File: src/rtl/debounce_sync.sv
// rtl/debounce_sync.sv - synchronizer plus stability-qualified debouncer with rise/fall pulses
// Raw din is synchronized, then a new level must hold STABLE_COUNT+1 samples before it is accepted.
module debounce_sync #(
   parameter int SYNC_STAGES  = 2,
   parameter int STABLE_COUNT = 50000,
   parameter int CNT_WIDTH    = 16
) (
   input  logic clk,
   input  logic rst,
   input  logic din,
   output logic data,
   output logic rise,
   output logic fall,
   output logic busy
);

   typedef enum logic [1:0] {
      IDLE_LOW   = 2'b00,
      CHECK_HIGH = 2'b01,
      IDLE_HIGH  = 2'b10,
      CHECK_LOW  = 2'b11
   } state_t;

   localparam logic [CNT_WIDTH-1:0] CNT_LAST = CNT_WIDTH'(STABLE_COUNT - 1);

   if (SYNC_STAGES < 2) begin : g_bad_sync
      $fatal(1, "debounce_sync: SYNC_STAGES must be >= 2");
   end
   if (STABLE_COUNT < 2) begin : g_bad_count
      $fatal(1, "debounce_sync: STABLE_COUNT must be >= 2");
   end
   if ((64'd1 << CNT_WIDTH) <= 64'(STABLE_COUNT - 1)) begin : g_bad_width
      $fatal(1, "debounce_sync: CNT_WIDTH too small for STABLE_COUNT");
   end

   logic [SYNC_STAGES-1:0] sync_q;
   logic                   s;
   state_t                 state;
   logic [CNT_WIDTH-1:0]   cnt;

   always_ff @(posedge clk or negedge rst) begin
      if (!rst) begin
         sync_q <= '0;
      end else begin
         sync_q <= {sync_q[SYNC_STAGES-2:0], din};
      end
   end

   assign s = sync_q[SYNC_STAGES-1];

   // A disagreeing sample during CHECK aborts back to the old level with cnt cleared.
   always_ff @(posedge clk or negedge rst) begin
      if (!rst) begin
         state <= IDLE_LOW;
         cnt   <= '0;
         data  <= 1'b0;
         rise  <= 1'b0;
         fall  <= 1'b0;
      end else begin
         rise <= 1'b0;
         fall <= 1'b0;
         case (state)
            IDLE_LOW: begin
               if (s) begin
                  state <= CHECK_HIGH;
                  cnt   <= '0;
               end
            end
            CHECK_HIGH: begin
               if (!s) begin
                  state <= IDLE_LOW;
                  cnt   <= '0;
               end else if (cnt == CNT_LAST) begin
                  state <= IDLE_HIGH;
                  data  <= 1'b1;
                  rise  <= 1'b1;
                  cnt   <= '0;
               end else begin
                  cnt <= cnt + 1'b1;
               end
            end
            IDLE_HIGH: begin
               if (!s) begin
                  state <= CHECK_LOW;
                  cnt   <= '0;
               end
            end
            CHECK_LOW: begin
               if (s) begin
                  state <= IDLE_HIGH;
                  cnt   <= '0;
               end else if (cnt == CNT_LAST) begin
                  state <= IDLE_LOW;
                  data  <= 1'b0;
                  fall  <= 1'b1;
                  cnt   <= '0;
               end else begin
                  cnt <= cnt + 1'b1;
               end
            end
            default: begin
               state <= IDLE_LOW;
               data  <= 1'b0;
               cnt   <= '0;
            end
         endcase
      end
   end

   assign busy = (state == CHECK_HIGH) || (state == CHECK_LOW);

endmodule

File: config.mk
export PLATFORM = sky130hd
export DESIGN_NAME = debounce_sync
export DESIGN_NICKNAME = d
export VERILOG_FILES = /design/src/rtl/debounce_sync.sv
export SDC_FILE = /design/constraint.sdc
export NUM_CORES = 1
export LEC_CHECK = 0
export ABC_AREA = 1
export BUFFER_PORTS_ARGS = -buffer_cell sky130_fd_sc_hd__buf_2
export CAP_MARGIN = 20
export CORE_AREA = 2 2 61 63
export DETAILED_ROUTE_END_ITERATION = 10
export DIE_AREA = 0 0 63 65
export GPL_ROUTABILITY_DRIVEN = 0
export HOLD_SLACK_MARGIN = 0.02
export PLACE_DENSITY = 0.59
export REMOVE_ABC_BUFFERS = 1
export SLEW_MARGIN = 20
export SYNTH_ARGS = -nofsm -noshare
export SYNTH_HDL_FRONTEND = slang
export SYNTH_SLANG_ARGS = --single-unit
File: constraint.sdc
create_clock -name clk -period 1.2 [get_ports clk]
set_input_delay 0.36 -clock clk [delete_from_list [all_inputs] [get_ports clk]]
set_output_delay 0.36 -clock clk [all_outputs]
set_load 0.03 [all_outputs]
Yosys cells after proc, flatten, opt, wreduce, memory -nomap -nowiden. Index checks and enable logic that the tools add are counted.

Muxes and demuxes: 23. Equality and inequality tests: 12. Reduce and logical (&&, ||, !) cells: 6. Add/subtract/negate cells: 1.

Operators by type and width (count): $mux W16 (5); $pmux W16 S4 (1); $add A16 B1 Y16 const B (1); $eq A16 B16 Y1 const B (1); $mux W2 (6); $ne A2 B2 Y1 const B (6); $mux W1 (9); $pmux W2 S4 (1); $ne A3 B3 Y1 const B (2); $reduce_and A5 Y1 (1); $eq A2 B2 Y1 const B (2); $reduce_and A4 Y1 (1); $eq A2 B1 Y1 const B (1); $logic_not A2 Y1 (1); $pmux W1 S2 (1); $reduce_and A2 Y1 (1); $reduce_bool A2 Y1 (1); $logic_or A1 B1 Y1 (1).

Word-level logic and storage cells: 48. Output and inout port bits: 4. Flip-flop bits (word level): 23. Input bits: 3.

Depth between registers and ports, before layout.
Depth in word-level cells: 4. Gate-level depth with buffers: 9. Depth with buffers taken out: 9.

Worst setup path before layout. No wires, ideal clock.

Path type: reg-to-reg. Start point: reg cnt[0]. End point: reg cnt[14]. Required time: 1.069 ns. Period minus slack after synthesis: 1.310 ns. Cell stages (with the launch flop): 7. Setup time: 0.131 ns. Setup slack: -0.110 ns. Buffers on the path: 0. Data arrival time: 1.180 ns. Path through: dfrtp_1 > ha_1 > nand2_2 > nor3_4 > nand4_1 > nand3_1 > o21ai_0.

Longest elaborated chain between the ends: 4. Elaborated cells between the ends (all ways): 6. Classes of those cells: 1 x add/sub; 1 x eq/ne; 4 x mux.

Ends and longest elaborated chain: from (decl) (line 39) `logic [CNT_WIDTH-1:0] cnt;`; from (signal assigned) (line 79) `cnt <= cnt + 1'b1;`; from (signal assigned) (line 98) `cnt <= cnt + 1'b1;`; $add A16 B1 Y16 or $eq A16 B16 Y1 (tied branches); $mux W16 * (line 73, 92); $mux W16, on equally long branches (line 89, 70); $pmux W16 S4 * (line 62) `case (state)`.

Every way passes the cells marked *; elsewhere a longest branch is shown, timed or not. A chain may end at the register's enable or synchronous reset.

Final worst setup path.
Start point: reg cnt[0]. End point: reg cnt[1].

The elaborated chain is that of the path after synthesis.

==> results.toml <==
[floorplan]
die_x_um = 63
pin_count = 7
rows = 22
dieHeight_um = 65
start_util_pct = 36.0
coreArea_mm2 = 0.00350
dieArea_mm2 = 0.00410

[grt]
busiest_layer = "met2"
grt_pass1_wl_um = 6180
grtUsageMet2_pct = 33.8
grt_max_degree = 24
grt_use_total_pct = 19.4
met3_usage_pct = 4.34
grt_pass1_vias = 1336
met1_usage_pct = 24.4
grt_overflow = 0
antenna_found_initial = 0

[placement]
placed_cells = 245
io_buffers = 6
place_ws_ns = -0.281
dp_hpwl_um = 2060

[layout]
finalNonFillerCells = 268
fillCellCount = 308
regArea_um2 = 579
diodes = 0
multi_input_area_um2 = 852
final_common_cell = "buf_4"
nNetsFinal = 225
drive_gt1_share_pct = 50.0
mostFrequentLayoutCells = "buf_4 (35), nand2_1 (32), dfrtp_1 (20)"
area_growth_pct = 58.5

[logic_synthesis]
syn_inst = 168
yosysWarnings = 0
post_synth_main_area_contributors = "dfrtp_1 (46%), nand2_1 (13%), nand3_1 (7.5%)"
synth_top_cell_by_area = "dfrtp_1"
seq_area_frac_synth_pct = 45.7
yosysTopAreaCellShare_pct = 45.7
ys_types = 22
syn-cell-area_mm2 = 0.00126
synth_seq_cells = 23
syn_area_per_cell_um2 = 7.50

[drt]
routed_via_density = 5.04
wirelength_um = 3780
drtIter0Drc = 123
wl_per_cell_um = 14.1
drc = 0
dr.pass1.iters = 4
vias = 1350
postRouteAntennaNets = 0

[sta]
relSlewSlack_pct = 63.8
hold_viol = 0
setup_viol_count_final = 25
setup_slack_ns = -0.185
timing.final.crit_share_pct = 115
setup_tns_ns = -2.16
maxSlewViolCount = 0
fmax_mhz = 722
finalCriticalPeriod_ns = 1.39
hold_slack_ns = 0.129
rsz0062_at_grt = "yes"
tightest_slew_ns = 0.543
fin_skew_ns = 0.00481

[hold_path]
hold_class = "input pin to flop"

[power]
p_total_mw = 2.52
ir_drop_uv = 1400
p_leak_nw = 0.937
powerDensity_mw_per_mm2 = 1260

[critical_path]
critPathCaptureType = "flop"
required_ns = 1.43
cp_data_arrival_time_ns = 1.62
path_class = "flop to flop"
path_max_fanout = 5
cp-start-kind = "flop"

[clocking]
clkTransAtPathRegs_ns = 0.14
clk_latency_ns = 0.32
htreeDepth = 1
cts_tree = "built"
clock_path_buffers = 2
root_buffer = "clkbuf_4"
cts.sink_count = 23
cts_buffers = 3

[outcome]
violations = "negative setup slack"
status = "finished with violations"

[run]
cap_violations = 0
-- critical path, cell delays in order (launching register included) --
cell and delay [ns]:
dfrtp_1 0.44, ha_4 0.19, nand3_4 0.12, nor2_4 0.19, a21oi_4 0.12, buf_6 0.14, nand2_2 0.04, nand2_1 0.04
-- what timing repair did --
| action | CTS | global route |
|---|---|---|
| gates cloned | 2 | 0 |
| buffers inserted | 13 | 5 |
| pin swaps | 19 | 17 |
| endpoints found under the setup margin | 25 | 25 |
| hold endpoints to repair | 23 | 0 |
| hold buffers | 1 | 0 |
| gates resized for setup | 62 | 30 |
-- metrics by stage --
step / utilization [%] / instance area [um2]
6_report: 57.1 / 2000
5_1_grt: 57.1 / 2000
4_1_cts: 53.5 / 1870
3_5_place_dp: 43.6 / 1530
3_3_place_gp: 43.6 / 1530
2_1_floorplan: - / 1250
-- flip-flops by register name (all words and copies together) (netlist names), named ones only --
signal / flops
state: 1
fall: 1
sync_q: 2
cnt: 16
rise: 1
data: 1
-- final timing paths --
| path | startpoint | end | slack (ns) | cells past startpoint |
|---|---|---|---|---|
| max | cnt[0]$_DFFE_PN0P_ | cnt[1]$_DFFE_PN0P_ | -0.19 | 7 |
| min | din | sync_q[0]$_DFF_PN0_ | 0.13 | 1 |
| max reg2reg | cnt[0]$_DFFE_PN0P_ | cnt[1]$_DFFE_PN0P_ | -0.19 | 7 |
| min reg2reg | sync_q[0]$_DFF_PN0_ | sync_q[1]$_DFF_PN0_ | 0.37 | 0 |
| max in group asynchronous | rst | cnt[4]$_DFFE_PN0P_ | 0.27 | 2 |
| min in group asynchronous | rst | cnt[15]$_DFFE_PN0P_ | 0.53 | 2 |
-- power breakdown --
part           switching, mW  internal, mW
sequential            0.0783         0.847
clock                  0.263         0.128
combinational          0.656         0.549
total                  0.997          1.52
-- metal layers --
layer	up-vias	share of wire, %	routed length, um
met5	-	0	0
met4	0	1.7	65
met3	8	3.8	142
met2	30	55	2070
met1	654	40	1500
li1	658	-	-
-- layout make-up --
cell class / instances / share of cell area (%)
Timing Repair Buffer: 48 / 19.8
Inverter: 21 / 4.01
Clock buffer: 3 / 1.13
Multi-Input combinational cell: 124 / 42.7
Sequential cell: 23 / 29.0
Tap cell: 48 / 3.01
Clock inverter: 1 / 0.376
-- cells by family after synthesis --
family,share of synthesized area (%)
XOR/XNOR,1.39
flip-flops,45.7
AO/OA/AOI/OAI,12.4
buffers and inverters,7.25
AND/OR/NAND/NOR,32.3
adder cells (fa/ha/maj),0.993
-- synth_stat cells --
library cell	instances
nand2_1	44
dfrtp_1	23
inv_1	19
nand3_1	19
nor2_1	14
o21ai_0	14
a21oi_1	6
nand2_2	5
o22ai_1	4
nor2_2	3
nor3_1	3
o21ai_1	3
nand4_1	2
a21oi_4	1
buf_2	1
buf_4	1
clkinv_1	1
ha_1	1
inv_2	1
nor3_4	1
xnor2_1	1
xor2_1	1
(Power assumes the default switching activity.)
